<file path="config.mk">
export PLATFORM = sky130hd
export DESIGN_NAME = stepmotor_ctrl
export DESIGN_NICKNAME = d
export VERILOG_FILES = /design/src/rtl/stepmotor_ctrl.sv
export SDC_FILE = /design/constraint.sdc
export NUM_CORES = 1
export LEC_CHECK = 0
export ABC_CLOCK_PERIOD_IN_PS = 1820
export CAP_MARGIN = 20
export CORE_AREA = 2 2 39 41
export DETAILED_ROUTE_END_ITERATION = 8
export DIE_AREA = 0 0 41 43
export GPL_TIMING_DRIVEN = 0
export PLACE_DENSITY_LB_ADDON = 0.25
export SLEW_MARGIN = 20
export SYNTH_ARGS = -nofsm -noshare
export SYNTH_HDL_FRONTEND = slang
export SYNTH_SLANG_ARGS = --single-unit
</file>
<file path="constraint.sdc">
create_clock -name clk -period 1.82 [get_ports clk]
set_input_delay 0.364 -clock clk [delete_from_list [all_inputs] [get_ports clk]]
set_output_delay 0.364 -clock clk [all_outputs]
set_load 0.005 [all_outputs]
</file>
<file path="src/rtl/stepmotor_ctrl.sv">
// stepmotor_ctrl: four-phase unipolar stepper sequencer driven by a 3-bit DIP.
// dip[2] selects direction (1 = CW, 0 = CCW); dip[1:0] selects the step period
// P = (code + 1) * DIV_BASE clocks. Optional build macro STEPMOTOR_TWO_PHASE_EN
// switches the coil patterns from single-coil to two-coil full step.
module stepmotor_ctrl #(
    parameter int DIV_BASE = 1
) (
    input  logic       clk,
    input  logic       rst,
    input  logic [2:0] dip,
    output logic [3:0] stepmotor,
    output logic [1:0] state
);

    // Wide enough for every value 0 .. 4*DIV_BASE-1 the prescaler can hold.
    localparam int CNT_W = ($clog2(4 * DIV_BASE) < 1) ? 1 : $clog2(4 * DIV_BASE);
    localparam logic [CNT_W-1:0] BASE = CNT_W'(DIV_BASE);

    // Coil pattern for a given phase index in the active drive mode.
    function automatic logic [3:0] coil_pattern(input logic [1:0] phase);
        logic [3:0] pat;
`ifdef STEPMOTOR_TWO_PHASE_EN
        case (phase)
            2'd0:    pat = 4'b0011;
            2'd1:    pat = 4'b0110;
            2'd2:    pat = 4'b1100;
            default: pat = 4'b1001;
        endcase
`else
        case (phase)
            2'd0:    pat = 4'b0001;
            2'd1:    pat = 4'b0010;
            2'd2:    pat = 4'b0100;
            default: pat = 4'b1000;
        endcase
`endif
        return pat;
    endfunction

    logic [2:0]       dip_meta_q;
    logic [2:0]       dip_s_q;
    logic [CNT_W-1:0] cnt_q, cnt_d;
    logic [1:0]       state_q, state_d;
    logic [3:0]       coil_q, coil_d;
    logic [CNT_W-1:0] period_m1;
    logic             step_tick;

    // P-1 computed modulo 2^CNT_W: the product can wrap to zero at 4*DIV_BASE
    // when that is a power of two, and subtracting one still lands on P-1.
    assign period_m1 = (CNT_W'(dip_s_q[1:0]) + CNT_W'(1)) * BASE - CNT_W'(1);

    // Two-flop synchronizer for the asynchronous switch inputs.
    always_ff @(posedge clk) begin
        if (rst) begin
            dip_meta_q <= 3'b000;
            dip_s_q    <= 3'b000;
        end else begin
            dip_meta_q <= dip;
            dip_s_q    <= dip_meta_q;
        end
    end

    // Next-state: prescaler wraps on >= so a shorter period never stalls,
    // and each wrap advances the phase in the synchronized direction.
    always_comb begin
        cnt_d     = cnt_q + CNT_W'(1);
        state_d   = state_q;
        coil_d    = coil_q;
        step_tick = (cnt_q >= period_m1);
        if (step_tick) begin
            cnt_d   = '0;
            state_d = dip_s_q[2] ? (state_q + 2'd1) : (state_q - 2'd1);
            coil_d  = coil_pattern(state_d);
        end
    end

    // State registers; reset wins over a coincident step tick.
    always_ff @(posedge clk) begin
        if (rst) begin
            cnt_q   <= '0;
            state_q <= 2'd0;
            coil_q  <= coil_pattern(2'd0);
        end else begin
            cnt_q   <= cnt_d;
            state_q <= state_d;
            coil_q  <= coil_d;
        end
    end

    assign stepmotor = coil_q;
    assign state     = state_q;

endmodule

</file>
* Word level (Yosys, flattened, before mapping) *
Index checks and enable logic that the tools add are counted.

word-level totals
  memories = 0
  input port bits = 5
  latch bits = 0
  register bits after elaboration = 14
  memory bits (read-only) = 0
  word-level logic and storage cells = 17
  RAM bits = 0

operators by class
  reductions and logical operators = 2
  $lt $le $gt $ge = 1
  equal/unequal tests = 2
  $add $sub $neg = 5
  shifts and indexed selects = 0
  mux-type cells = 2
  bitwise operators = 0
  multiply operators = 0
  divide/modulo/power cells = 0

operators with widths
  kind                                                                   number
  4-bit one-hot mux with 3 select lines                                  1
  2-bit by 1-bit adder with 2-bit output, second input constant          3
  2-bit by 1-bit subtractor with 2-bit output, second input constant     2
  2-bit by 1-bit equality test with 1-bit output, second input constant  1
  2-bit equality test, second input constant                             1
  2-bit >= comparator                                                    1
  2-bit zero test                                                        1
  2-bit 2-to-1 mux                                                       1
  2-bit OR reduction                                                     1

* Logic depth before layout (Yosys ltp) *
  word-level depth = 4
  gate-level depth with buffers = 5
  mapped depth without buffers = 5

* Worst setup path after synthesis *
Ideal clock, no wire load.

  path type = register -> register
  from = register cnt_q[0]
  to = register state_q[0] (netlist: state[0])
  setup slack = 0.317 ns
  library setup time = 0.121 ns
  clock period less this slack = 1.503 ns
  arrival time = 1.381 ns
  cell stages (with the launch flop) = 6
  data required time = 1.699 ns
  path buffers = 0
  cell sequence = dfxtp_1 -> inv_1 -> ha_1 -> nand2b_4 -> a21oi_4 -> mux2_4

on the way
  longest elaborated chain between the ends = 1

RTL lines
  what                    RTL line  RTL
  start, declared         42        logic [CNT_W-1:0] cnt_q, cnt_d;
  start signal, assigned  84        cnt_q <= cnt_d;
  2-bit >= comparator     69        step_tick = (cnt_q >= period_m1);
  end signal, assigned    85        state_q <= state_d;
  end, declared           43        logic [1:0] state_q, state_d;

Every way passes these cells.
A chain may end at the register's enable or synchronous reset.

* Worst setup path in the final report *
  from = register state_q[0] (netlist: state[0])
  to = output state[0]

RTL lines
  what           RTL line  RTL
  end, declared  12        output logic [1:0] state

No word-level cell between the ends.

==> results.sh <==
export IMPL_areaGrowthSynthToFinish_pct=23.5
export IMPL_hold_violations=0
export IMPL_synth_commonest_cells="dfxtp_1, nor2b_1, ha_1, nand2b_1, nor2_1"
export IMPL_numPortBuffers=9
export IMPL_cp_max_fo=5
export IMPL_yosysWarnings=0
export IMPL_pwr_share_comb_pct=18.4
export IMPL_syn_nets=67
export IMPL_cts_inserted_buffers=3
export IMPL_crit_family="buffers and inverters"
export IMPL_cp_buffers_inverters=1
export IMPL_coreArea_sq_um=1380
export IMPL_cp_arrival_ns=1.22
export IMPL_rsz0062_at_grt="false"
export IMPL_antenna_found_initial=0
export IMPL_initial_core_util_pct=44.9
export IMPL_pwr_share_clk_pct=32.0
export IMPL_busiest_layer="met2"
export IMPL_track_usage_pct=11.7
export IMPL_setup_tns_ns=0
export IMPL_end_kind="primary output"
export IMPL_postCtsSetupRepairBufs=0
export IMPL_synth_top_flop_cell="dfxtp_1"
export IMPL_ioPinCount=11
export IMPL_clk_pin_slew_worst_paths_ns=0.09
export IMPL_worstSetupStartpoint="state[0]"
export IMPL_avgRoutedWirePerCell_um=9.19
export IMPL_grt_pass1_wl_um=1370
export IMPL_holdBufCountCts=0
export IMPL_rr_worst_depth=5
export IMPL_crit_end="state[0]"
export IMPL_place_inst=81
export IMPL_cp_slowest_cell="clkdlybuf4s50_1"
export IMPL_antenna_left=0
export IMPL_diodes=0
export IMPL_drive_gt1_share_pct=15.9
export IMPL_die_area_sq_um=1760
export IMPL_clock_sinks=14
export IMPL_cellLeakagePower_uw=0.000314
export IMPL_dp_hpwl_um=579
export IMPL_crit_chain="clkdlybuf4s50_1"
export IMPL_max_slew_worst_pin_slew_ns=0.317
export IMPL_drc=0
export IMPL_maxCapViolations=0
export IMPL_drt_initial_drc_count=4
export IMPL_switching_power_uw=164
export IMPL_synth_area_sq_um=622
export IMPL_reg2reg_from="cnt_q[0]"
export IMPL_stdcell_count=85
export IMPL_skew_ns=0.00792
export IMPL_cts_resized=0
export IMPL_whs_ns=0.381
export IMPL_crit_cells=1
export IMPL_vias=387
export IMPL_drt_pre_antenna_iters=4
export IMPL_grt_pass1_vias=369
export IMPL_ys_seq_area_share_pct=45.1
export IMPL_cts_max_level=1
export IMPL_relSlewSlack_pct=78.8
export IMPL_reg2reg_to="state[1]"
export IMPL_met2_usage_pct=16.3
export IMPL_slew_violations=0
export IMPL_vdd_drop_max_mv=0.440
export IMPL_worst_r2r_setup_slack_ns=0.24
export IMPL_dpl_worst_slack_ns=0.232
export IMPL_nets=81
export IMPL_gr_total_overflow=0
export IMPL_synth_seq_cells=14
export IMPL_switching_share_pct=23.5
export IMPL_syn_avg_cell_area_sq_um=11.1
export IMPL_synth_edff_count=0
export IMPL_die_h_um=43
export IMPL_cts_tree="built"
export IMPL_fin_crit_sh_pct=87.1
export IMPL_synthArstFlopShare_pct=0
export IMPL_met1_usage_pct=15.0
export IMPL_routed_via_density=4.55
export IMPL_ys_types=14
export IMPL_synth_top_cell_by_area="dfxtp_1"
export IMPL_synth_top_area_share_pct=45.1
export IMPL_gp_congestion=0.658
export IMPL_power_internal_uw=533
export IMPL_cts_buffer_depth=2
export IMPL_cp_required_ns=1.46
export IMPL_power_density_nw_per_um2=908
export IMPL_min_delay_path_depth=2
export IMPL_grt_util_met3_pct=3.14
export IMPL_netlist_top_cells_area="dfxtp_1, ha_1, nor2b_1"
export IMPL_fmax_mhz=631
export IMPL_wl_um=781
export IMPL_syn_inst=56
export IMPL_setup_violations=0
export IMPL_hold_path_class="input port to flop"
export IMPL_worstHoldStart="rst"
export IMPL_yosysMostFrequentCell="dfxtp_1"
export IMPL_critPathMaxStageDelay_ns=0.53
export IMPL_status="finished, final reports clean"
export IMPL_startpoint_type="flop"
export IMPL_crit_type="flop to primary output"
export IMPL_rows=14
export IMPL_grt_max_degree=11
export IMPL_die_x_um=41
export IMPL_root_buffer="clkbuf_4"
export IMPL_worst_slack_ns=0.235
export IMPL_fin_crit_ns=1.59
export IMPL_clock_latency_ns=0.28
export IMPL_power_frac_seq_pct=49.6
==> worst min path at each step <==
stage and endpoint:
5_1_grt dip_meta_q[1], 2_1_floorplan dip_s_q[0], 3_5_place_dp dip_s_q[1], 6_report cnt_q[1]
4_1_cts cnt_q[1], 3_3_place_gp dip_s_q[0]
==> cells in the final DEF, fill, tap and decap left out <==
master           instances
dfxtp_1                 14
nand2b_4                 1
a21oi_4                  1
nor3b_2                  2
inv_1                    4
buf_2                    1
mux2_4                   2
clkbuf_1                 1
clkbuf_8                 1
nor2b_1                  7
nor2_1                   5
ha_1                     6
clkdlybuf4s50_1          9
clkbuf_4                 3
xnor2_1                  2
mux2i_1                  4
nand2b_1                 6
==> sequential cells by signal, summed over array words and instances (netlist names) <==
signal and flops:
dip_meta_q 3, cnt_q 2, stepmotor 4, state 2, dip_s_q 3
==> routing by layer <==
layer / routed length (um) / share of wire (%)
met2: 348 / 45
met4: 14 / 1.8
met3: 49 / 6.3
met1: 369 / 47
met5: 0 / 0
==> power by group through the flow <==
stage               Combinational [uW]  Clock (uW)  Sequential [uW]
finish                             128         223              346
global route                       145         248              350
CTS                                131         232              346
detailed placement                 129           0              354
global placement                   128           0              353
floorplan                         75.6           0              354
==> final cells by class <==
type,count,area (sq um)
Multi-Input combinational cell,36,318
Fill cell,136,616
Sequential cell,14,280
Buffer,2,8.76
Timing Repair Buffer,9,90.1
Tap cell,16,20.0
Inverter,4,15.0
Clock buffer,4,36.3
==> per-stage QoR <==
stage	utilization, %	power, uW	area (sq um)
3_3_place_gp	52.9	481	732
2_1_floorplan	-	430	622
6_report	55.5	697	768
4_1_cts	55.5	709	768
3_5_place_dp	52.9	483	732
5_1_grt	55.5	742	768
==> kinds of logic after synthesis <==
logic type,synth area share [%]
simple gates,22.3
flops,45.1
buf+inv,3.82
mux,11.3
fa+ha+maj,12.1
xor+xnor,2.82
compound gates,2.62
(Power assumes the default switching activity.)
